**src/rtl/memory_controller_pkg.sv**
```systemverilog
// ---------------------------------------------------------------------------
// memory_controller_pkg
// Shared types and helpers for the round-robin memory controller.
//   state_e    : controller FSM states (IDLE, BUSY)
//   WAIT_CNT_W : width of the wait-state down-counter (0..15 wait states)
//   MAX_DEV    : widest requester vector the one-hot helper can produce
//   onehot()   : index -> one-hot vector (MAX_DEV bits, caller truncates)
// ---------------------------------------------------------------------------
package memory_controller_pkg;

  typedef enum logic {
    IDLE = 1'b0,
    BUSY = 1'b1
  } state_e;

  localparam int WAIT_CNT_W = 4;
  localparam int MAX_DEV    = 32;

  function automatic logic [MAX_DEV-1:0] onehot(input logic [4:0] idx);
    logic [MAX_DEV-1:0] v;
    v      = '0;
    v[idx] = 1'b1;
    return v;
  endfunction

endpackage

```
**src/rtl/rr_arbiter.sv**
```systemverilog
// ---------------------------------------------------------------------------
// rr_arbiter
// Purely combinational round-robin arbiter. Picks the first asserted request
// at or after ptr_i, wrapping modulo N. The pointer register lives in the
// parent so it only advances when a grant is actually taken.
// Ports:
//   req_i     in  N      request vector
//   ptr_i     in  IDX_W  highest-priority index this cycle
//   grant_o   out IDX_W  granted index (0 when nothing requested)
//   any_req_o out 1      at least one request is asserted
// ---------------------------------------------------------------------------
module rr_arbiter #(
  parameter int N     = 3,
  parameter int IDX_W = $clog2(N)
) (
  input  logic [N-1:0]     req_i,
  input  logic [IDX_W-1:0] ptr_i,
  output logic [IDX_W-1:0] grant_o,
  output logic             any_req_o
);

  always_comb begin
    grant_o   = '0;
    any_req_o = |req_i;
    // Walk offsets from farthest to nearest so the nearest requester at or
    // after the pointer is the last (winning) assignment.
    for (int k = N - 1; k >= 0; k--) begin
      logic [IDX_W:0]   sum;
      logic [IDX_W-1:0] idx;
      sum = {1'b0, ptr_i} + (IDX_W + 1)'(k);
      if (sum >= (IDX_W + 1)'(N)) begin
        sum = sum - (IDX_W + 1)'(N);
      end
      idx = sum[IDX_W-1:0];
      if (req_i[idx]) begin
        grant_o = idx;
      end
    end
  end

endmodule

```
**src/rtl/memory_controller_rr.sv**
```systemverilog
// ---------------------------------------------------------------------------
// memory_controller_rr
// N_DEV requesters share one synchronous RAM through a round-robin arbiter.
// A request is captured in IDLE, waits WAIT_STATES cycles in BUSY, then the
// access happens at the edge that returns to IDLE and the granted requester
// sees a one-cycle ack with the read (or written) data on mem_do.
// Ports:
//   clk      in  1             rising-edge clock
//   reset    in  1             asynchronous active-low reset
//   dev_en   in  N_DEV         per-device request
//   dev_we   in  N_DEV         per-device write enable (1=write)
//   dev_addr in  N_DEV*ADDR_W  flattened addresses, device i at [i*ADDR_W +: ADDR_W]
//   dev_di   in  N_DEV*DATA_W  flattened write data, same packing
//   dev_ack  out N_DEV         registered one-hot ack pulse
//   mem_do   out DATA_W        registered data of the last acked transaction
//   busy     out 1             high while a transaction is captured
// ---------------------------------------------------------------------------
module memory_controller_rr
  import memory_controller_pkg::*;
#(
  parameter int N_DEV       = 3,
  parameter int ADDR_W      = 8,
  parameter int DATA_W      = 8,
  parameter int DEPTH       = 256,
  parameter int WAIT_STATES = 0
) (
  input  logic                     clk,
  input  logic                     reset,
  input  logic [N_DEV-1:0]         dev_en,
  input  logic [N_DEV-1:0]         dev_we,
  input  logic [N_DEV*ADDR_W-1:0]  dev_addr,
  input  logic [N_DEV*DATA_W-1:0]  dev_di,
  output logic [N_DEV-1:0]         dev_ack,
  output logic [DATA_W-1:0]        mem_do,
  output logic                     busy
);

  localparam int IDX_W  = $clog2(N_DEV);
  localparam int RAM_AW = $clog2(DEPTH);

  // Unpacked views of the flattened request buses.
  logic [ADDR_W-1:0] addr_arr [N_DEV];
  logic [DATA_W-1:0] di_arr   [N_DEV];

  genvar gi;
  generate
    for (gi = 0; gi < N_DEV; gi++) begin : g_unpack
      assign addr_arr[gi] = dev_addr[gi*ADDR_W +: ADDR_W];
      assign di_arr[gi]   = dev_di[gi*DATA_W +: DATA_W];
    end
  endgenerate

  state_e                  state_q, state_d;
  logic [WAIT_CNT_W-1:0]   cnt_q,   cnt_d;
  logic [IDX_W-1:0]        gnt_q,   gnt_d;
  logic [IDX_W-1:0]        ptr_q,   ptr_d;
  logic                    we_q,    we_d;
  logic [ADDR_W-1:0]       addr_q,  addr_d;
  logic [DATA_W-1:0]       di_q,    di_d;
  logic [N_DEV-1:0]        ack_q,   ack_d;
  logic [DATA_W-1:0]       mem_do_q;

  logic [DATA_W-1:0]       ram [DEPTH];

  logic [IDX_W-1:0]        arb_grant;
  logic                    arb_any;
  logic                    access;
  logic                    in_range;
  logic [RAM_AW-1:0]       ram_idx;

  rr_arbiter #(
    .N     (N_DEV),
    .IDX_W (IDX_W)
  ) u_arb (
    .req_i     (dev_en),
    .ptr_i     (ptr_q),
    .grant_o   (arb_grant),
    .any_req_o (arb_any)
  );

  // The access edge is the last BUSY cycle; everything that touches the RAM
  // or mem_do keys off this.
  assign access   = (state_q == BUSY) && (cnt_q == '0);
  assign in_range = ({1'b0, addr_q} < (ADDR_W + 1)'(DEPTH));
  assign ram_idx  = addr_q[RAM_AW-1:0];

  always_comb begin
    state_d = state_q;
    cnt_d   = cnt_q;
    gnt_d   = gnt_q;
    ptr_d   = ptr_q;
    we_d    = we_q;
    addr_d  = addr_q;
    di_d    = di_q;
    ack_d   = '0;
    unique case (state_q)
      IDLE: begin
        if (arb_any) begin
          gnt_d   = arb_grant;
          we_d    = dev_we[arb_grant];
          addr_d  = addr_arr[arb_grant];
          di_d    = di_arr[arb_grant];
          cnt_d   = WAIT_CNT_W'(WAIT_STATES);
          ptr_d   = (arb_grant == IDX_W'(N_DEV - 1)) ? '0 : arb_grant + 1'b1;
          state_d = BUSY;
        end
      end
      BUSY: begin
        if (cnt_q != '0) begin
          cnt_d = cnt_q - 1'b1;
        end else begin
          ack_d   = N_DEV'(onehot(5'(gnt_q)));
          state_d = IDLE;
        end
      end
      default: state_d = IDLE;
    endcase
  end

  always_ff @(posedge clk or negedge reset) begin
    if (!reset) begin
      state_q  <= IDLE;
      cnt_q    <= '0;
      gnt_q    <= '0;
      ptr_q    <= '0;
      we_q     <= 1'b0;
      addr_q   <= '0;
      di_q     <= '0;
      ack_q    <= '0;
      mem_do_q <= '0;
    end else begin
      state_q <= state_d;
      cnt_q   <= cnt_d;
      gnt_q   <= gnt_d;
      ptr_q   <= ptr_d;
      we_q    <= we_d;
      addr_q  <= addr_d;
      di_q    <= di_d;
      ack_q   <= ack_d;
      // Registered RAM read; out-of-range reads return zero.
      if (access) begin
        if (we_q) begin
          mem_do_q <= di_q;
        end else if (in_range) begin
          mem_do_q <= ram[ram_idx];
        end else begin
          mem_do_q <= '0;
        end
      end
    end
  end

  // RAM contents are never reset. A reset during BUSY forces state_q to IDLE
  // asynchronously, so access is low by the edge that would have written.
  always_ff @(posedge clk) begin
    if (access && we_q && in_range) begin
      ram[ram_idx] <= di_q;
    end
  end

  assign dev_ack = ack_q;
  assign mem_do  = mem_do_q;
  assign busy    = (state_q == BUSY);

endmodule

```
**config.mk**
```make
export PLATFORM = sky130hd
export DESIGN_NAME = memory_controller_rr
export DESIGN_NICKNAME = d
export VERILOG_FILES = /design/src/rtl/memory_controller_pkg.sv /design/src/rtl/rr_arbiter.sv /design/src/rtl/memory_controller_rr.sv
export SDC_FILE = /design/constraint.sdc
export NUM_CORES = 2
export LEC_CHECK = 0
export BUFFER_PORTS_ARGS = -buffer_cell sky130_fd_sc_hd__buf_2
export CORE_MARGIN = 10
export CORE_UTILIZATION = 28
export CTS_CLUSTER_SIZE = 12
export DETAILED_ROUTE_END_ITERATION = 6
export PLACE_DENSITY_LB_ADDON = 0.05
export SLEW_MARGIN = 10
export SYNTH_ARGS = -nofsm -noshare
export SYNTH_HDL_FRONTEND = slang
export SYNTH_SLANG_ARGS = --single-unit
```
**constraint.sdc**
```tcl
create_clock -name clk -period 6.3 [get_ports clk]
set_clock_uncertainty 0.2 [all_clocks]
set_input_delay 1.26 -clock clk [delete_from_list [all_inputs] [get_ports clk]]
set_output_delay 1.26 -clock clk [all_outputs]
set_load 0.01 [all_outputs]
```
# ---- Word-level counts from Yosys, hierarchy flattened
# Memory sizes are Yosys's and may differ from the RTL's. A register that Yosys moved wholly into a read port is not among the register bits.
# Index checks and enable logic that the tools add are counted.
dict set report totals {
  regBits 29
  wordCells 73
  out_inout_bits 12
  mem_bits_rw 2048
  n_memories 1
}
dict set report op_classes {
  n_reduce_logical 9
  add_sub_neg 7
  bitwise_logic 2
  order_cmp 10
  mux 33
  n_eq_ne 3
}
# name depth width rd rd_clocked_by_memory_dff wr line
set memory_table {}
lappend memory_table {ram 256 8 1 1 1 memory_controller_rr.sv:63} ;# logic [DATA_W-1:0] ram [DEPTH];
# cell count
set ops {}
lappend ops {{$bmux 8 s2} 2}
lappend ops {{$mux 8} 4}
lappend ops {{$mux 2} 7}
lappend ops {{$lt 2x3->1 const B} 4}
lappend ops {{$mux 1} 9}
lappend ops {{$bmux 1 s2} 4}
lappend ops {{$mux 4} 2}
lappend ops {{$pmux 4 s2} 1}
lappend ops {{$ge 3x2->1 const B} 2}
lappend ops {{$lt 2x6->1 const B} 1}
lappend ops {{$mux 3} 2}
lappend ops {{$sub 2x2->2 const B} 3}
lappend ops {{$logic_not 4->1} 1}
lappend ops {{$reduce_and 2->1} 2}
lappend ops {{$reduce_bool 4->1} 1}
lappend ops {{$sub 4x1->4 const B} 1}
lappend ops {{$add 2x1->3 const B} 1}
lappend ops {{$add 2x2->3 const B} 1}
lappend ops {{$ge 3x3->1 const B} 1}
lappend ops {{$logic_and 1x1->1} 3}
lappend ops {{$not 2->3} 1}
lappend ops {{$reduce_or 3->1} 1}
lappend ops {{$add 2x1->2 const B} 1}
lappend ops {{$demux 1 s2} 1}
lappend ops {{8 further kinds} 8}

# ---- Depth between registers and ports, before layout
dict set report depth {
  word_depth 12
  depth_mapped 12
  depth_no_buf 9
}

# ---- Modules after synthesis
# From an unflattened synthesis, not the netlist that was laid out.
dict set report hier_totals {
  hier_cells 3942
  area_unflattened_um2 81330.5
}
# mod cells_each area_each_um2 instances
set modules_own_cells {}
lappend modules_own_cells {memory_controller_rr 3922 81180.4 1}
lappend modules_own_cells {rr_arbiter 20 150.1 1}

# ---- Least setup slack after synthesis
# Ideal clock, no wire load.
dict set report synth_timing {
  kind {register to register}
  from {reg di_q[7] (netlist name)}
  to {reg mem_do_q[7] (netlist: mem_do[7]), read port of ram}
  arrival_time_ns 4.105
  path_stages_with_launch 6
  n_path_buf 0
  required_time_ns 6.035
  slack_ns 1.930
  path_cell_list {dfrtp_1 -> inv_1 -> a31oi_1 -> nand4_1 -> a211oi_1 -> a211o_1}
}
# element line
set synth_lines {}
lappend synth_lines {{to (decl)} memory_controller_rr.sv:61} ;# logic [DATA_W-1:0] mem_do_q;

==> results.md <==
* Switching share of power at 0.355
* Hold bufs inserted after CTS at 0
* Num rows at between 150 and 200
* Post-synth EDFFs at 2048
* R2r setup slk at 1.11 ns
* Part of the power in the clock network at 0.297
* Worst-margin pin slew at 1.25 ns
* Longest Clk Path Bufs at 4
* Buffers inserted by post-CTS timing repair at 0
* Number of slew-limit violations in the final report at 0
* Worst-path fanout max at between 40 and 50
* Area share of the leading cell type in the synthesized netlist at 0.754
* Critical Path AT at around 5.8 ns
* Power dissipated by switching net loads at roughly 0.016 W
* DRC viols at 0
* Total die area at around 0.31 mm^2
* IO Port Bufs at 67
* Busiest metal layer after global routing: met2
* Startpoint of the worst-slack reg-to-reg timing path: addr_q[0]
* Worst Setup Path Type: reg2reg
* Total Negative Setup Slacks at 0 ns
* Sum of net half-perimeters after detailed placement at between 150 and 200 mm
* Setup crit end kind: flip-flop
* Layout Nets at ~4300
* Post-synthesis async set-or-reset flop share at 0.0177
* Met1 routing resource usage after global routing at 0.250
* Dominant cells by area after synthesis: sky130_fd_sc_hd__edfxtp_1 75%, sky130_fd_sc_hd__mux4_2 14%, sky130_fd_sc_hd__mux2i_1 2.0%
* Portion of the post-synthesis area used by sequential elements at 0.765
* Cell taking the most area after synthesis: sky130_fd_sc_hd__edfxtp_1
* Cell area after synthesis at a little over 0.08 mm^2
* Final routed wirelength across all metal layers at 285 mm
* Global-route wire length before repair at 390 mm
* Critical Path RT at 6.88 ns
* Cell count after synthesis at 3972
* Peak Freq at between 150 and 200 MHz
* Initial DRC Count at 3569
* Clock input transition at the sequential cells of the worst setup and hold paths at about 0.06 ns
* Count of endpoints failing setup in the final report at 0
* Sequential power share at 0.396
* Insertion delay of the later-clocked pin in the worst-skew pair at 0.91 ns
* Syn_nets at 4032
* Final period demand of the worst path at ~5.2 ns
* Relative area change from synthesis to final layout at 16.2%
* Post-cts resize count at 0
* Antenna violations before repair at 12
* Type of the worst min-delay path: in2async
* Critical path startpoint category: flip-flop
* Pwr/cell area at approximately 500 mW/mm^2
* Worst vdd ir at ~300 uV
* Hold Violations, Final at 0
* Total of max-cap violations at 0
* Clk Tree Root Cell: sky130_fd_sc_hd__clkbuf_16
* Cell with the most instances after synthesis: sky130_fd_sc_hd__edfxtp_1
* Clock Sinks at ~2100
* Met3 track demand over resource in global routing at 0.0296
* Number of top-level design ports at 68
* Number of different library cells in the post-synthesis netlist at 68
* Most frequent cells after synthesis: 2048 x sky130_fd_sc_hd__edfxtp_1, 490 x sky130_fd_sc_hd__mux4_2, 334 x sky130_fd_sc_hd__nor2_1, 163 x sky130_fd_sc_hd__mux2i_1, 160 x sky130_fd_sc_hd__nand2_1
* Vias in the first global route at between 40000 and 50000
* Met2 demand-to-capacity share in global routing at 0.289
* Part of the cycle the worst path needs at 0.823
* Leak at 29.3 nW
* Share of final-layout standard cells stronger than drive strength 1 at 0.257
* Post-Layout Inst Area at 0.0948 mm^2
* Rel. slew slack at 0.166
* CTS tree: done
* Starting density of the core at 0.281
* Final RePlAce weighted congestion at roughly 0.76
* Final routed wire length divided by cell count at 34.2 um
* Most instantiated flip-flop cell in the synthesis netlist: sky130_fd_sc_hd__edfxtp_1
* Worst Reg-to-Reg Cells at 9
* Overall die width at 560 um
* #FFs+latches synth at 2085
* Logic pwr share at 0.307
* Mean area per synthesized cell at slightly above 20 um^2
* RSZ-0062 raised after global routing: false
* Maximum number of pins on one net before global-route repair at 174
* Global router's overall resource usage at 0.177
* Result of the run: finished, final reports clean
* Die height at ~560 um
* Post-place instance area at between 0.08 and 0.09 mm^2
* Number of detailed-routing iterations run before antenna repair at 5
* Final global-route overflow total at 0
* Placeable core region at 0.291 mm^2
* Routed via count at 40900
* YS warnings at 0
* Reg-to-reg critical path endpoint: mem_do[5]
* Finished Core Util at 0.326
* Number of clock buffers inserted by TritonCTS at 240
* Number of routed nets with antenna violations at 0
* Internal power consumption at 0.0298 W
* Average via count per standard cell at 4.90
* H-tree lvl count at 4
worst max path at each step:
stage                     cells past startpoint  startpoint        end  slack (ns)
after global routing                          9   addr_q[0]  mem_do[5]        0.81
final                                         9   addr_q[0]  mem_do[5]        1.11
after detailed placement                      9   addr_q[0]  mem_do[5]        0.85
after floorplan                               5     di_q[7]  mem_do[7]        1.93
after CTS                                     9   addr_q[0]  mem_do[5]        0.83
after global placement                        9   addr_q[0]  mem_do[5]        0.81
logic make-up after synthesis:
family,synth area share
AO/OA/AOI/OAI,0.0248
XOR/XNOR,0.000215
adder cells (fa/ha/maj),0.000613
buffers and inverters,0.0168
flip-flops,0.765
multiplexers,0.157
AND/OR/NAND/NOR,0.0354
per-layer routing:
layer  share of wire  wire length, um
met4           0.022             6400
met5               0                0
met2            0.48           136000
met3           0.045            12900
met1            0.45           130000
layout by cell type (no fill, tap or decap), types with 12 or more instances in the layout:
master | netlist | routed
sky130_fd_sc_hd__edfxtp_1 | 2048 | 2048
sky130_fd_sc_hd__mux4_2 | 490 | 490
sky130_fd_sc_hd__nor2_1 | 334 | 332
sky130_fd_sc_hd__clkbuf_16 | 0 | 241
sky130_fd_sc_hd__buf_4 | 48 | 165
sky130_fd_sc_hd__mux2i_1 | 163 | 163
sky130_fd_sc_hd__nand2_1 | 160 | 144
sky130_fd_sc_hd__buf_2 | 82 | 67
sky130_fd_sc_hd__a21oi_1 | 58 | 58
sky130_fd_sc_hd__clkbuf_1 | 71 | 58
sky130_fd_sc_hd__o22ai_1 | 55 | 55
sky130_fd_sc_hd__nand3_1 | 50 | 50
sky130_fd_sc_hd__clkinv_1 | 0 | 47
sky130_fd_sc_hd__clkinv_2 | 0 | 45
sky130_fd_sc_hd__a22oi_1 | 31 | 31
sky130_fd_sc_hd__o21ai_0 | 30 | 30
sky130_fd_sc_hd__a32oi_1 | 26 | 26
sky130_fd_sc_hd__nand4_1 | 22 | 22
sky130_fd_sc_hd__dfrtp_1 | 37 | 22
sky130_fd_sc_hd__nor2b_1 | 25 | 20
sky130_fd_sc_hd__a211oi_1 | 19 | 19
sky130_fd_sc_hd__nor3_1 | 18 | 18
sky130_fd_sc_hd__clkbuf_8 | 0 | 17
sky130_fd_sc_hd__bufinv_16 | 0 | 17
sky130_fd_sc_hd__nand2_2 | 0 | 16
sky130_fd_sc_hd__buf_12 | 0 | 15
sky130_fd_sc_hd__inv_1 | 13 | 13
sky130_fd_sc_hd__mux2_2 | 13 | 13
sky130_fd_sc_hd__dfrtp_4 | 0 | 13
sky130_fd_sc_hd__nor4_1 | 12 | 12
final cells by class:
type	instances	area, um^2
sequential	2085	62500
clock inverter	124	1130
fill	27700	196000
multi-input combinational	1634	17900
clock buffer	316	6480
timing repair buffer	249	1900
antenna	10	25.0
inverter	16	67.6
tap	3900	4880
power groups by stage:
stage	clock (W)	sequential [W]	combinational [W]
finish	0.0137	0.0182	0.0142
global route	0.0147	0.0183	0.0150
CTS	0.0141	0.0183	0.0146
detailed placement	0	0.0186	0.0146
global placement	0	0.0185	0.0147
floorplan	0	0.0191	0.00726
flip-flops by register name, summed over array words and instances, names as in the netlist:
| name | flops |
|---|---|
| addr_q | 8 |
| busy | 1 |
| cnt_q | 4 |
| dev_ack | 3 |
| di_q | 8 |
| gnt_q | 2 |
| mem_do | 8 |
| ptr_q | 2 |
| ram | 2048 |
| we_q | 1 |
metrics by stage:
stage	std cells	total power [W]	hold slack (ns)	worst slack, ns
5_1_grt	8325	0.0480	0.244	0.811
3_3_place_gp	7882	0.0332	0.256	0.805
4_1_cts	8324	0.0470	0.195	0.833
3_5_place_dp	7884	0.0332	0.265	0.847
2_1_floorplan	3972	0.0264	0.241	1.93
6_report	8334	0.0461	0.273	1.11
worst max-delay path, stage by stage, from the launching register on:
cell                      delay, ns
sky130_fd_sc_hd__dfrtp_4       1.00
sky130_fd_sc_hd__buf_12        0.42
sky130_fd_sc_hd__buf_12        0.36
sky130_fd_sc_hd__mux4_2        0.60
sky130_fd_sc_hd__mux4_2        0.47
sky130_fd_sc_hd__nor2b_1       0.17
sky130_fd_sc_hd__nor4_1        0.79
sky130_fd_sc_hd__nand4_1       0.54
sky130_fd_sc_hd__a21oi_1       0.30
sky130_fd_sc_hd__nor3_1        0.06
(Power assumes the default switching activity.)
